**src/rtl/issue_queue.sv**
```systemverilog
// issue_queue -- circular-buffer issue queue between decode and issue.
//
// Accepts up to two entries per cycle from decode (lane 0 older) and presents
// the two oldest entries to issue. Issue reports how many it consumed; that
// count is clamped to the current occupancy. A pushed entry becomes visible
// on issue_require in the cycle after the push (no same-cycle bypass).
//
// Optional feature macro: IQ_FLUSH_EN -- adds the 'flush' input, which
// empties the queue at the next edge (rst still takes priority).
//
// Ports:
//   clk            clock, all state updates on the rising edge
//   rst            synchronous active-high reset
//   push_num       entries offered this cycle (0..2, 3 treated as 2)
//   push_data      offered entries, lane 0 older
//   push_ready     room for two entries this cycle (from registered state)
//   issue_require  head (lane 0) and head+1 (lane 1); zero when lane invalid
//   iq_head_valid  per-lane validity of issue_require
//   iq_size        current occupancy, 0..IQ_DEPTH
//   iq_pop_number  entries consumed by issue this cycle (0..2, 3 treated as 2)
//   flush          (IQ_FLUSH_EN only) discard all entries
module issue_queue #(
  parameter int IQ_DEPTH = 16,
  parameter int ELEM_W   = 32,
  localparam int PTR_W   = $clog2(IQ_DEPTH),
  localparam int IQ_ADDR = PTR_W + 1
) (
  input  logic                   clk,
  input  logic                   rst,
  input  logic [1:0]             push_num,
  input  logic [1:0][ELEM_W-1:0] push_data,
  output logic                   push_ready,
  output logic [1:0][ELEM_W-1:0] issue_require,
  output logic [1:0]             iq_head_valid,
  output logic [IQ_ADDR-1:0]     iq_size,
  input  logic [1:0]             iq_pop_number
`ifdef IQ_FLUSH_EN
  ,
  input  logic                   flush
`endif
);

  logic [PTR_W-1:0]   head;
  logic [PTR_W-1:0]   tail;
  logic [IQ_ADDR-1:0] count;

  // Storage is intentionally not reset; only pointers/count define validity.
  logic [ELEM_W-1:0]  mem [IQ_DEPTH];

  logic [1:0]         push_req;
  logic [1:0]         push_cnt;
  logic [1:0]         pop_req;
  logic [1:0]         pop_cnt;
  logic [PTR_W-1:0]   head_p1;
  logic [PTR_W-1:0]   tail_p1;
  logic               clear;

`ifdef IQ_FLUSH_EN
  assign clear = rst | flush;
`else
  assign clear = rst;
`endif

  always_comb begin
    push_ready = (IQ_ADDR'(IQ_DEPTH) - count) >= IQ_ADDR'(2);

    push_req = (push_num == 2'd3) ? 2'd2 : push_num;
    push_cnt = push_ready ? push_req : '0;

    // Pop is clamped to what is actually held; count < 2 fits in two bits.
    pop_req = (iq_pop_number == 2'd3) ? 2'd2 : iq_pop_number;
    pop_cnt = (IQ_ADDR'(pop_req) > count) ? count[1:0] : pop_req;

    head_p1 = head + PTR_W'(1);
    tail_p1 = tail + PTR_W'(1);
  end

  always_ff @(posedge clk) begin
    if (push_cnt != 2'd0) begin
      mem[tail] <= push_data[0];
    end
    if (push_cnt == 2'd2) begin
      mem[tail_p1] <= push_data[1];
    end
  end

  always_ff @(posedge clk) begin
    if (clear) begin
      head  <= '0;
      tail  <= '0;
      count <= '0;
    end else begin
      head  <= head + PTR_W'(pop_cnt);
      tail  <= tail + PTR_W'(push_cnt);
      count <= count + IQ_ADDR'(push_cnt) - IQ_ADDR'(pop_cnt);
    end
  end

  always_comb begin
    iq_size          = count;
    iq_head_valid[0] = (count >= IQ_ADDR'(1));
    iq_head_valid[1] = (count >= IQ_ADDR'(2));
    issue_require[0] = iq_head_valid[0] ? mem[head]    : '0;
    issue_require[1] = iq_head_valid[1] ? mem[head_p1] : '0;
  end

endmodule

```
**config.mk**
```make
export PLATFORM = sky130hd
export DESIGN_NAME = issue_queue
export DESIGN_NICKNAME = d
export VERILOG_FILES = /design/src/rtl/issue_queue.sv
export SDC_FILE = /design/constraint.sdc
export NUM_CORES = 1
export LEC_CHECK = 0
export CAP_MARGIN = 20
export CORE_MARGIN = 4
export CORE_UTILIZATION = 53
export CTS_CLUSTER_DIAMETER = 50
export DETAILED_ROUTE_END_ITERATION = 7
export HOLD_SLACK_MARGIN = 0.12
export PLACE_DENSITY = 0.73
export SYNTH_ARGS = -nofsm -noshare
export SYNTH_HDL_FRONTEND = slang
export SYNTH_SLANG_ARGS = --single-unit
```
**constraint.sdc**
```tcl
create_clock -name clk -period 16.81 [get_ports clk]
set_input_delay 2.5215 -clock clk [delete_from_list [all_inputs] [get_ports clk]]
set_output_delay 2.5215 -clock clk [all_outputs]
set_load 0.01 [all_outputs]
```
; ---- Word level (Yosys, flattened, before mapping)
; Memory sizes are Yosys's and may differ from the RTL's. A register that Yosys moved wholly into a read port is not among the register bits.
; Cells that the tools add are included.
[word_totals]
regBits = 13
ramBits = 512
inputBits = 70
output_inout_bits = 72
elab_cells = 30
memories = 1
[op_classes]
addsub = 7
n_lt_le_gt_ge = 4
eq_ne = 3
mux = 11
reduce_logical = 1
[memory_table]
columns = name, depth, word_bits, rd, rd_clocked_by_memory_dff, wr, line_no
row1 = mem, 16, 32, 2, 1, 2, 48  ; logic [ELEM_W-1:0] mem [IQ_DEPTH];
[op_table]
columns = cell, n
row1 = 32-bit 2-to-1 mux, 2
row2 = "5-bit by 2-bit >= comparator with 1-bit output, second input constant", 2
row3 = "4-bit by 1-bit adder with 4-bit output, second input constant", 2
row4 = 4-bit by 2-bit adder with 4-bit output, 2
row5 = 2-bit 2-to-1 mux, 4
row6 = "2-bit == test, second input constant", 3
row7 = 5-bit by 2-bit adder with 5-bit output, 1
row8 = "5-bit by 1-bit >= comparator with 1-bit output, second input constant", 1
row9 = 2-bit by 5-bit > comparator with 1-bit output, 1
row10 = 5-bit by 2-bit subtractor with 5-bit output, 1
row11 = "5-bit subtractor, first input constant", 1
row12 = 1-bit 2-to-1 mux, 4
row13 = 4-bit 2-to-1 mux, 1
row14 = 2-bit nonzero test, 1

; ---- Logic depth before layout (Yosys ltp)
; Gate-level depths: netlist (run 1).
[logic_depth]
word_depth = 6
mapped_depth = 17
ltp_nobuf = 16

; ---- Worst setup path after synthesis (run 1)
; OpenSTA, ideal clock, no wires.
[synth_timing]
path_type = input-to-reg
startpoint = in push_num[1]
endpoint = mem mem[11][0] (enable)
setup_ps = 501
t_arrival_ps = 5994
path_slack_ps = 10314
stages = 3
n_path_buf = 1
cell_sequence = clkbuf_1 -> a21oi_1 -> nor4_1
[synth_lines]
columns = item, line_no
row1 = "start, declared", 30  ; input logic [1:0] push_num,
row2 = "end, declared", 48

==> reports/summary.json, run 1 <==
{
  "placement": {
    "io_buffer_count": 141,
    "place.gp.congestion": 0.809,
    "final_hpwl_dp_mm": 48.0
  },
  "floorplanning": {
    "ioPinCount": 142,
    "die_w_um": 248,
    "placement_rows": 87,
    "initial_utilization": 0.538,
    "die_area_sq_um": 61400,
    "die-height_um": 248,
    "fp.coreArea_sq_um": 56700
  },
  "global_routing": {
    "first_pass_grt_wire_length_mm": 132,
    "grt_pass1_vias": 19582,
    "pin_count_of_the_biggest_net_entering_global_routing": 63,
    "grtUsageTotal": 0.294,
    "antenna_found_initial": 4,
    "grt-ovfl-total": 0
  },
  "power_and_ir_drop": {
    "power.static_leakage_nw": 11.4,
    "total_switching_power_mw": 1.98,
    "pwr-share-comb": 0.451,
    "share_clk_of_total_power": 0.232,
    "share_of_total_power_consumed_by_net_switching": 0.355,
    "power_per_cell_area_nw_per_um2": 161,
    "p_int_mw": 3.60,
    "vdd_drop_max_mv": 0.127,
    "seq_power_share": 0.317
  },
  "cts": {
    "clockRootBuffer": "sky130_fd_sc_hd__clkbuf_16",
    "cts_num_sinks": 525,
    "post_cts.repair.setup_buffers": 0,
    "cts.clk_slew.worst_paths_ns": 0.06,
    "hold_buffers": 0,
    "insertion_delay_ns": 0.63,
    "htree_num_levels": 2,
    "clock_tree_from_tritoncts": "done",
    "numCtsBuffers": 60,
    "post_cts_resize_count": 0,
    "clockBufferDepth": 3
  },
  "hold_path": {
    "hold_path.class": "flip-flop to flip-flop"
  },
  "setup_path": {
    "crit_path_cell_trace": "nand3_1, xor2_4, buf_4, mux2i_1, o22ai_1, clkdlybuf4s50_1",
    "category_of_cells_accounting_for_the_largest_share_of_critical_path_delay": "buffers and inverters",
    "worst-path-buf-inv": 2,
    "kind_of_capture_point_of_the_worst_setup_path": "output port",
    "crit_path_top_delay_cell": "sky130_fd_sc_hd__dfxtp_4",
    "cpPeakStageDelay_ns": 0.82,
    "crit_path_start_kind": "flip-flop",
    "worstPathMaxFanout": 44,
    "cp_data_arrival_time_ns": 4.48,
    "worst_path_required_ns": 14.29,
    "critical_path_class": "flip-flop to output port"
  },
  "synthesis": {
    "synth-edff-count": 512,
    "post_synth_num_cell_types": 39,
    "synth-async-reset-ratio": 0,
    "syn-mean-instance-area_sq_um": 16.5,
    "yosys_warnings": 0,
    "synthesis.instances": 1849,
    "syn_area_sq_um": 30500,
    "postSynthRegisterBits": 525,
    "synth_seq_area_share": 0.513,
    "syn_nets": 1941,
    "ys.flop_type": "sky130_fd_sc_hd__edfxtp_1"
  },
  "sta": {
    "fin_setup_tns_ns": 0,
    "grt_setup_unrepaired": "false",
    "final_hold_viol_count": 0,
    "final_max_slew_viol_count": 0,
    "fin_worst_skew_ns": 0.0157,
    "share_of_the_cycle_needed_by_the_critical_path_after_routing": 0.416,
    "worst_pin_slew_ns": 1.04,
    "max_freq_mhz": 143,
    "post-route-min-period_ns": 7.00,
    "relSlewSlack": 0.292,
    "setup_violations": 0
  },
  "route": {
    "drtIter0Drc": 2335,
    "drt_wl_total_mm": 89.6,
    "detailedRoute.firstPassIterationCount": 5,
    "drt_antenna_net_count": 0,
    "routed_via_density": 6.97,
    "detailroute.via_count": 18874,
    "remaining_drc_errors": 0,
    "wl_per_cell_um": 33.1
  },
  "layout": {
    "mostFrequentLayoutCells": "512 x sky130_fd_sc_hd__mux2_2, 512 x sky130_fd_sc_hd__edfxtp_1, 256 x sky130_fd_sc_hd__mux4_2, 141 x sky130_fd_sc_hd__clkdlybuf4s50_1, 96 x sky130_fd_sc_hd__o22ai_1",
    "final_layout_size_suffix_gt1_frac": 0.487,
    "area.growth.synth_to_final_pct": 14.0,
    "final_core_util": 0.613,
    "antenna_cells": 0,
    "finish.net_count": 1992,
    "filler_cell_count_in_the_final_layout": 4123
  },
  "run_status": {
    "run_status": "completed"
  },
  "job": {
    "max-cap-violations": 0
  }
}
-- final cells by class --
class                      count  area (sq um)  area share
multi-input combinational   1100         14300       0.411
timing repair buffer         198          1870      0.0539
sequential                   525         15600       0.450
tap                          756           946      0.0272
clock buffer                  82          1630      0.0468
inverter                      15          56.3     0.00162
clock inverter                31           305     0.00879
-- synth_stat cells, drive strengths merged (2+ instances only) --
master   number  area (sq um)
mux2        513          5780
edfxtp      512         15400
mux4        256          5770
clkbuf      150           563
o22ai        96           601
mux2i        67           674
buf          59           273
nor3         37           185
nor2         20          75.1
ha           18           225
inv          15          56.3
dfxtp        13           260
nor2b        10          62.6
o21ai        10          50.1
nor4          8          50.1
a21oi         7          35.0
nand2b        6          37.5
o211ai        6          45.0
xnor2         6          52.6
nand2         5          18.8
fa            4          80.1
nand3         4          20.0
nor3b         4          30.0
o31ai         4          30.0
nand3b        3          22.5
o2111ai       3          26.3
xor2          3          26.3
or2           2          12.5
or3           2          12.5
-- metrics by stage --
step | setup WS [ns] | hold slack (ns) | power [mW] | std cells | instance area [sq um]
floorplan | 10.31 | 0.586 | 3.26 | 1849 | 30500
global placement | 10.54 | 0.643 | 4.25 | 2592 | 32800
detailed placement | 10.51 | 0.654 | 4.29 | 2593 | 32800
CTS | 9.81 | 0.661 | 5.58 | 2706 | 34700
global route | 9.59 | 0.731 | 5.79 | 2707 | 34700
finish | 9.81 | 0.666 | 5.58 | 2707 | 34700
-- flip-flops by register name, indices dropped and copies added (netlist names) --
| name | flops |
|---|---|
| iq_size | 5 |
| tail | 4 |
| head | 4 |
| mem | 512 |
-- final timing paths --
check / start / to / slack [ns] / cells past startpoint
worst min-delay path: head[2]$_SDFF_PP0_ / head[2]$_SDFF_PP0_ / 0.67 / 2
worst max register to register: iq_size[1]$_SDFF_PP0_ / iq_size[4]$_SDFF_PP0_ / 12.59 / 15
worst min register to register: head[2]$_SDFF_PP0_ / head[2]$_SDFF_PP0_ / 0.67 / 2
worst max-delay path: head[0]$_SDFF_PP0_ / issue_require[51] / 9.81 / 6
-- power groups by stage --
| stage | registers [mW] | clock network [mW] | logic, mW |
|---|---|---|---|
| floorplan | 1.73 | 0 | 1.54 |
| global placement | 1.79 | 0 | 2.47 |
| detailed placement | 1.80 | 0 | 2.50 |
| finish | 1.77 | 1.29 | 2.52 |
| global route | 1.79 | 1.36 | 2.64 |
| CTS | 1.77 | 1.30 | 2.51 |
-- kinds of logic after synthesis --
kind of cell / count (synthesis) / share of synthesized area
mux: 836 / 0.401
simple gates: 103 / 0.0177
xor+xnor: 9 / 0.00259
fa+ha+maj: 22 / 0.0100
flops: 525 / 0.513
compound gates: 130 / 0.0268
buf+inv: 224 / 0.0293
-- routing by layer --
layer,vias to the layer above,wire [um],global-route usage
li1,7754,-,-
met5,-,55,0
met3,201,8840,0.0722
met1,9851,35100,0.400
met2,1060,42900,0.474
met4,8,2740,0.0864
-- worst min-delay path, cell delays in order, from the launching register on --
cell,delay (ns)
sky130_fd_sc_hd__dfxtp_1,0.41
sky130_fd_sc_hd__xnor2_1,0.17
sky130_fd_sc_hd__nor2_1,0.04
(Power assumes the default switching activity.)
==> run 2, diff against run 1 <==
Settings changed: PLACE_DENSITY 0.73 to 0.76.
Clock period 16.81 ns to 6.3 ns, I/O delays scaled along.
==> run 2 against run 1 <==
Combinational power grew to 2.7 times the previous value. Die area unchanged. First-iteration DRC count fell by 6.1%. Worst hold slack better by 0.021 ns. Routed wire length rose by 0.20%. Core utilization up 0.075 points. Total power grew to 2.7 times the previous value. Non-clock buffer count increased by 6. Clock power rose to 2.6 times the previous value. Highest routed layer unchanged. Sequential share of layout area down 0.055 points.
==> reports/summary.json, run 2 (synthesis results as in run 1) <==
{
  "placement": {
    "io_buffer_count": {"value": 141, "change": "unchanged"},
    "cell_count_after_placement": {"value": 2600, "change": "+0.27%"},
    "final_hpwl_dp": {"value": 50.4, "unit": "mm", "change": "+4.9%"},
    "placed_cell_area": {"value": 32900, "unit": "sq um", "change": "+0.34%"},
    "place.gp.congestion": {"value": 0.820, "change": "+1.3%"}
  },
  "layout": {
    "mostFrequentLayoutCells": "512 x sky130_fd_sc_hd__mux2_2, 512 x sky130_fd_sc_hd__edfxtp_1, 256 x sky130_fd_sc_hd__mux4_2, 141 x sky130_fd_sc_hd__clkdlybuf4s50_1, 96 x sky130_fd_sc_hd__o22ai_1",
    "multi_input_logic_area": {"value": 14300, "unit": "sq um", "change": "unchanged"},
    "final_layout_size_suffix_gt1_frac": {"value": 0.493, "change": "+0.00564"},
    "filler_cell_count_in_the_final_layout": {"value": 4038, "change": "-2.1%"},
    "largest_register_ff_count": {"value": 512, "change": "unchanged"},
    "finish.net_count": {"value": 1997, "change": "+0.25%"},
    "regArea": {"value": 15600, "unit": "sq um", "change": "unchanged"},
    "fin_cells": {"value": 2711, "change": "+0.15%"},
    "largest_register": "mem",
    "finalInstanceArea": {"value": 34800, "unit": "sq um", "change": "+0.12%"},
    "area.growth.synth_to_final_pct": 14.1
  },
  "route": {
    "routed_via_density": {"value": 7.08, "change": "+1.5%"},
    "drtIter0Drc": {"value": 2193, "change": "-6.1%"},
    "wl_per_cell": {"value": 33.1, "unit": "um", "change": "about the same"},
    "remaining_drc_errors": {"value": 0, "change": "unchanged"},
    "drt_antenna_net_count": {"value": 0, "change": "unchanged"},
    "detailedRoute.firstPassIterationCount": {"value": 6, "change": "+1"},
    "detailroute.via_count": {"value": 19187, "change": "+1.7%"},
    "drt_wl_total": {"value": 89.8, "unit": "mm", "change": "+0.20%"}
  },
  "sta": {
    "grt_setup_unrepaired": "false",
    "final_max_slew_viol_count": {"value": 0, "change": "unchanged"},
    "fin_setup_tns": {"value": 0, "unit": "ns", "change": "unchanged"},
    "holdWs": {"value": 0.687, "unit": "ns", "change": "+0.0211 ns"},
    "share_of_the_cycle_needed_by_the_critical_path_after_routing": 0.806,
    "final_hold_viol_count": {"value": 0, "change": "unchanged"},
    "max_freq_mhz": 197,
    "post-route-min-period_ns": 5.08,
    "worst_pin_slew": {"value": 1.19, "unit": "ns", "change": "+0.147 ns"},
    "fin_worst_skew": {"value": 0.0175, "unit": "ns", "change": "+0.00182 ns"},
    "relSlewSlack": {"value": 0.208, "change": "-0.0843"},
    "setup_violations": {"value": 0, "change": "unchanged"}
  },
  "cts": {
    "insertion_delay": {"value": 0.63, "unit": "ns", "change": "about the same"},
    "cts_num_sinks": {"value": 525, "change": "unchanged"},
    "post_cts.repair.setup_buffers": {"value": 0, "change": "unchanged"},
    "hold_buffers": {"value": 0, "change": "unchanged"},
    "clockBufferDepth": {"value": 3, "change": "unchanged"},
    "clock_tree_from_tritoncts": "done",
    "clockRootBuffer": "sky130_fd_sc_hd__clkbuf_16",
    "post_cts_resize_count": {"value": 0, "change": "unchanged"},
    "htree_num_levels": {"value": 2, "change": "unchanged"},
    "cts.clk_slew.worst_paths": {"value": 0.06, "unit": "ns", "change": "about the same"},
    "numCtsBuffers": {"value": 59, "change": "-1.7%"}
  },
  "floorplanning": {
    "die_w": {"value": 248, "unit": "um", "change": "unchanged"},
    "placement_rows": {"value": 87, "change": "unchanged"},
    "ioPinCount": {"value": 142, "change": "unchanged"},
    "initial_utilization": {"value": 0.538, "change": "unchanged"},
    "fp.coreArea": {"value": 56700, "unit": "sq um", "change": "unchanged"},
    "die_area": {"value": 61400, "unit": "sq um", "change": "unchanged"},
    "die-height": {"value": 248, "unit": "um", "change": "unchanged"}
  },
  "hold_path": {
    "hold_path.class": "flip-flop to flip-flop",
    "worstHoldPathCells": {"value": 2, "change": "unchanged"},
    "hold_path.startpoint": "head[2]$_SDFF_PP0_",
    "worstHoldEndpoint": "head[2]$_SDFF_PP0_"
  },
  "setup_path": {
    "crit_path_top_delay_cell": "sky130_fd_sc_hd__xor2_4",
    "kind_of_capture_point_of_the_worst_setup_path": "output port",
    "worstPathMaxFanout": {"value": 33, "change": "-25%"},
    "regToRegSetupSlack": {"value": 2.11, "unit": "ns", "change": "-10.48 ns"},
    "r2r-start": "iq_size[1]$_SDFF_PP0_",
    "worst_path_required": {"value": 5.35, "unit": "ns", "change": "-8.94 ns"},
    "cp_data_arrival_time": {"value": 4.13, "unit": "ns", "change": "-0.35 ns"},
    "cpPeakStageDelay": {"value": 0.99, "unit": "ns", "change": "+0.17 ns"},
    "r2r.worst_path.cells": {"value": 15, "change": "unchanged"},
    "critical_path_class": "flip-flop to output port",
    "setup.worst_path.start": "head[1]$_SDFF_PP0_",
    "crit_path_start_kind": "flip-flop",
    "r2r-end": "iq_size[4]$_SDFF_PP0_",
    "crit_path_cell_trace": "nand3_1, xor2_4, buf_4, mux2i_1, o22ai_1, clkdlybuf4s50_1"
  },
  "power_and_ir_drop": {
    "vdd_drop_max": {"value": 0.368, "unit": "mV", "change": "+190%"},
    "power_per_cell_area": {"value": 428, "unit": "nW/um^2", "change": "+170%"},
    "power.static_leakage": {"value": 11.4, "unit": "nW", "change": "+0.18%"}
  },
  "global_routing": {
    "grtUsageTotal": {"value": 0.292, "change": "-0.00126"},
    "antenna_found_initial": {"value": 7, "change": "+3"},
    "grt_pass1_vias": {"value": 19563, "change": "-0.097%"},
    "pin_count_of_the_biggest_net_entering_global_routing": {"value": 135, "change": "+110%"},
    "grt-ovfl-total": {"value": 0, "change": "unchanged"},
    "first_pass_grt_wire_length": {"value": 131, "unit": "mm", "change": "-0.72%"}
  },
  "job": {
    "max-cap-violations": {"value": 0, "change": "unchanged"}
  },
  "run_status": {
    "run_status": "completed"
  }
}
-- run 2: changes by cell type in the layout (fill, tap and decap cells not counted), moves of 2 or more --
cell                         delta
sky130_fd_sc_hd__clkinv_2       +4
sky130_fd_sc_hd__clkbuf_1      -12
sky130_fd_sc_hd__buf_12         +3
sky130_fd_sc_hd__buf_4          +3
sky130_fd_sc_hd__diode_2        +4
sky130_fd_sc_hd__clkbuf_16      -3
sky130_fd_sc_hd__inv_6          +3
sky130_fd_sc_hd__clkinvlp_4     +2
-- run 2: layout make-up --
class,instances,share of cell area
sequential,525,0.450
clock buffer,67,0.0433
clock inverter,40,0.0108
antenna,4,0.000288
timing repair buffer,204,0.0562
multi-input combinational,1100,0.411
inverter,15,0.00162
tap,756,0.0272
-- run 2: worst max-delay path by stage --
stage	endpoint	cells after the start
floorplan	mem[3][0]$_DFFE_PP_	8
global placement	issue_require[49]	6
detailed placement	issue_require[52]	6
CTS	issue_require[52]	6
global route	issue_require[53]	6
finish	issue_require[50]	6
-- run 2: metal layers --
| layer | routed length [um] | vias to the layer above | track usage | share of wire |
|---|---|---|---|---|
| li1 | - | 7781 | - | - |
| met1 | 32500 | 9962 | 0.388 | 0.36 |
| met2 | 44100 | 1184 | 0.484 | 0.49 |
| met3 | 9780 | 252 | 0.0588 | 0.11 |
| met4 | 3460 | 8 | 0.105 | 0.038 |
| met5 | 47 | - | 0 | 0.00052 |
-- run 2: report_power, final --
part / total (mW) / leakage [nW] / switching [mW] / internal (mW)
registers: 4.68 / 4.77 / 0.299 / 4.39
logic: 6.81 / 5.73 / 3.58 / 3.23
clock network: 3.40 / 0.918 / 1.44 / 1.96
-- run 2: metrics by stage --
stage                     setup WS, ns  utilization  power (mW)
final                             1.22        0.613        14.9
after global routing              1.05        0.613        15.4
after CTS                         1.24        0.613        14.9
after detailed placement          1.90        0.580        11.5
after global placement            1.91        0.580        11.4
after floorplan                  0.655            -        8.71
-- run 2: critical path: cells and delay by family, from the launching register on --
family,cells,cell delay (ns)
XOR/XNOR,1,0.99
multiplexers,1,0.12
AO/OA/AOI/OAI,1,0.29
buffers and inverters,2,1.03
AND/OR/NAND/NOR,1,0.28
flip-flops,1,0.80
==> run 3, diff against run 2 <==
Clock period 6.3 ns to 4.2 ns, I/O delays scaled along.
==> run 3 against run 2 <==
Flip-flop and latch count stayed put. Total power is 54% higher. Worst setup slack worse by 1.1 ns. Combinational power grew 53%. First-iteration DRC count grew 6.7%. Worst hold slack worse by 0.016 ns. Largest cell class unchanged.
==> reports/summary.json, run 3 (synthesis results as in run 1) <==
{
  "global_routing": {
    "antenna_found_initial": {"value": 7, "change": "unchanged"},
    "pin_count_of_the_biggest_net_entering_global_routing": {"value": 79, "change": "-41%"},
    "first_pass_grt_wire_length": {"value": 131, "unit": "mm", "change": "-0.11%"},
    "grt_pass1_vias": {"value": 19693, "change": "+0.66%"},
    "grt-ovfl-total": {"value": 0, "change": "unchanged"},
    "grtUsageTotal": {"value": 0.292, "change": "-0.000659"}
  },
  "route": {
    "remaining_drc_errors": {"value": 0, "change": "unchanged"},
    "routed_via_density": {"value": 6.97, "change": "-1.6%"},
    "detailroute.via_count": {"value": 19082, "change": "-0.55%"},
    "drtIter0Drc": {"value": 2341, "change": "+6.7%"},
    "detailedRoute.firstPassIterationCount": {"value": 5, "change": "-1"},
    "drt_antenna_net_count": {"value": 0, "change": "unchanged"},
    "drt_wl_total": {"value": 89.3, "unit": "mm", "change": "-0.58%"},
    "wl_per_cell": {"value": 32.6, "unit": "um", "change": "-1.6%"}
  },
  "sta": {
    "fin_worst_skew": {"value": 0.0212, "unit": "ns", "change": "+0.00366 ns"},
    "worst_pin_slew": {"value": 1.03, "unit": "ns", "change": "-0.161 ns"},
    "setup_violations": {"value": 0, "change": "unchanged"},
    "final_max_slew_viol_count": {"value": 0, "change": "unchanged"},
    "post-route-min-period_ns": 4.04,
    "relSlewSlack": {"value": 0.316, "change": "+0.109"},
    "share_of_the_cycle_needed_by_the_critical_path_after_routing": 0.962,
    "layout_setup_ws": {"value": 0.160, "unit": "ns", "change": "-1.06 ns"},
    "grt_setup_unrepaired": "false",
    "max_freq_mhz": 247,
    "fin_setup_tns": {"value": 0, "unit": "ns", "change": "unchanged"},
    "final_hold_viol_count": {"value": 0, "change": "unchanged"},
    "holdWs": {"value": 0.671, "unit": "ns", "change": "-0.0161 ns"}
  },
  "placement": {
    "cell_count_after_placement": {"value": 2616, "change": "+0.62%"},
    "io_buffer_count": {"value": 141, "change": "unchanged"},
    "dp_slack": {"value": 0.299, "unit": "ns", "change": "-1.60 ns"},
    "place.gp.congestion": {"value": 0.834, "change": "+1.7%"},
    "final_hpwl_dp": {"value": 51.9, "unit": "mm", "change": "+3.0%"},
    "placed_cell_area": {"value": 33200, "unit": "sq um", "change": "+0.94%"}
  },
  "floorplanning": {
    "die_w": {"value": 248, "unit": "um", "change": "unchanged"},
    "placement_rows": {"value": 87, "change": "unchanged"},
    "initial_utilization": {"value": 0.538, "change": "unchanged"},
    "die_area": {"value": 61400, "unit": "sq um", "change": "unchanged"},
    "die-height": {"value": 248, "unit": "um", "change": "unchanged"},
    "fp.coreArea": {"value": 56700, "unit": "sq um", "change": "unchanged"},
    "ioPinCount": {"value": 142, "change": "unchanged"}
  },
  "setup_path": {
    "kind_of_capture_point_of_the_worst_setup_path": "output port",
    "critical_path_class": "flip-flop to output port",
    "worstPathMaxFanout": {"value": 18, "change": "-45%"},
    "worst_path_required": {"value": 3.57, "unit": "ns", "change": "-1.78 ns"},
    "cp_data_arrival_time": {"value": 3.41, "unit": "ns", "change": "-0.72 ns"},
    "crit_path_start_kind": "flip-flop"
  },
  "hold_path": {
    "hold_path.class": "flip-flop to flip-flop"
  },
  "layout": {
    "final_core_util": {"value": 0.623, "change": "+0.00944"},
    "finish.net_count": {"value": 2020, "change": "+1.2%"},
    "fin_cells": {"value": 2739, "change": "+1.0%"},
    "mostFrequentLayoutCells": "512 x sky130_fd_sc_hd__mux2_2, 512 x sky130_fd_sc_hd__edfxtp_1, 256 x sky130_fd_sc_hd__mux4_2, 141 x sky130_fd_sc_hd__clkdlybuf4s50_1, 96 x sky130_fd_sc_hd__o22ai_1",
    "largest_register_ff_count": {"value": 512, "change": "unchanged"},
    "area.growth.synth_to_final_pct": 15.9,
    "final_layout_size_suffix_gt1_frac": {"value": 0.498, "change": "+0.00541"},
    "largest_register": "mem",
    "filler_cell_count_in_the_final_layout": {"value": 4026, "change": "-0.30%"},
    "finalInstanceArea": {"value": 35300, "unit": "sq um", "change": "+1.5%"}
  },
  "cts": {
    "post_cts.repair.setup_buffers": {"value": 0, "change": "unchanged"},
    "insertion_delay": {"value": 0.62, "unit": "ns", "change": "about the same"},
    "clockRootBuffer": "sky130_fd_sc_hd__clkbuf_16",
    "cts.clk_slew.worst_paths": {"value": 0.06, "unit": "ns", "change": "about the same"},
    "clockBufferDepth": {"value": 3, "change": "unchanged"},
    "numCtsBuffers": {"value": 66, "change": "+12%"},
    "htree_num_levels": {"value": 3, "change": "+1"},
    "clock_tree_from_tritoncts": "done",
    "cts_num_sinks": {"value": 525, "change": "unchanged"}
  },
  "power_and_ir_drop": {
    "finalPower": {"value": 22.9, "unit": "mW", "change": "+54%"},
    "total_switching_power": {"value": 8.12, "unit": "mW", "change": "+53%"},
    "seq_power_share": {"value": 0.304, "change": "-0.010"},
    "pwr-share-comb": {"value": 0.455, "change": "-0.002"},
    "power.static_leakage": {"value": 11.6, "unit": "nW", "change": "+2.0%"},
    "share_clk_of_total_power": {"value": 0.241, "change": "+0.013"},
    "p_int": {"value": 14.8, "unit": "mW", "change": "+54%"},
    "power_per_cell_area": {"value": 649, "unit": "nW/um^2", "change": "+51%"},
    "vdd_drop_max": {"value": 0.520, "unit": "mV", "change": "+41%"},
    "share_of_total_power_consumed_by_net_switching": {"value": 0.354, "change": "-0.00278"}
  },
  "run_status": {
    "run_status": "completed"
  },
  "job": {
    "max-cap-violations": {"value": 0, "change": "unchanged"}
  }
}
-- run 3: path summary, 6_finish.rpt --
| check | cells past startpoint | slack, ns | from | endpoint |
|---|---|---|---|---|
| hold reg to reg | 2 | 0.67 | head[2]$_SDFF_PP0_ | head[2]$_SDFF_PP0_ |
| setup / recovery | 8 | 0.16 | iq_size[2]$_SDFF_PP0_ | issue_require[29] |
| setup reg to reg | 14 | 0.73 | iq_size[1]$_SDFF_PP0_ | iq_size[4]$_SDFF_PP0_ |
| hold / removal | 2 | 0.67 | head[2]$_SDFF_PP0_ | head[2]$_SDFF_PP0_ |
-- run 3: routing by layer --
layer / up-vias / GRT usage / wire length [um]
li1: 7836 / - / -
met1: 9981 / 0.393 / 34200
met2: 1047 / 0.474 / 43300
met3: 212 / 0.0667 / 8480
met4: 6 / 0.0996 / 3270
met5: - / 0 / 43
-- run 3: final cells by class --
type | count | area, sq um | share of cell area
multi-input combinational | 1100 | 14300 | 0.406
timing repair buffer | 220 | 2230 | 0.0631
tap | 756 | 946 | 0.0268
inverter | 15 | 56.3 | 0.00159
sequential | 525 | 15600 | 0.443
antenna | 5 | 12.5 | 0.000354
clock buffer | 78 | 1740 | 0.0492
clock inverter | 40 | 362 | 0.0102
-- run 3: power by group through the flow --
stage	combinational, mW	sequential [mW]	clock (mW)
2_1_floorplan	6.17	6.89	0
5_1_grt	11.0	7.03	5.79
3_3_place_gp	10.2	7.02	0
4_1_cts	10.4	6.96	5.57
6_report	10.4	6.97	5.53
3_5_place_dp	10.3	7.07	0
-- run 3: repair_timing --
action	in CTS	in global routing
endpoints found under the hold margin	0	0
setup endpoints to repair	0	5
resized for setup	0	1
hold buffers	0	0
-- run 3: worst max-delay path, cell delays in order, from the launching register on --
cell and delay [ns]:
sky130_fd_sc_hd__dfxtp_1 0.37, sky130_fd_sc_hd__inv_1 0.22, sky130_fd_sc_hd__ha_1 0.24, sky130_fd_sc_hd__nor2b_1 0.29, sky130_fd_sc_hd__a221oi_4 0.09, sky130_fd_sc_hd__buf_4 0.28, sky130_fd_sc_hd__buf_4 0.30, sky130_fd_sc_hd__nor3_1 0.39
sky130_fd_sc_hd__clkdlybuf4s50_1 0.63
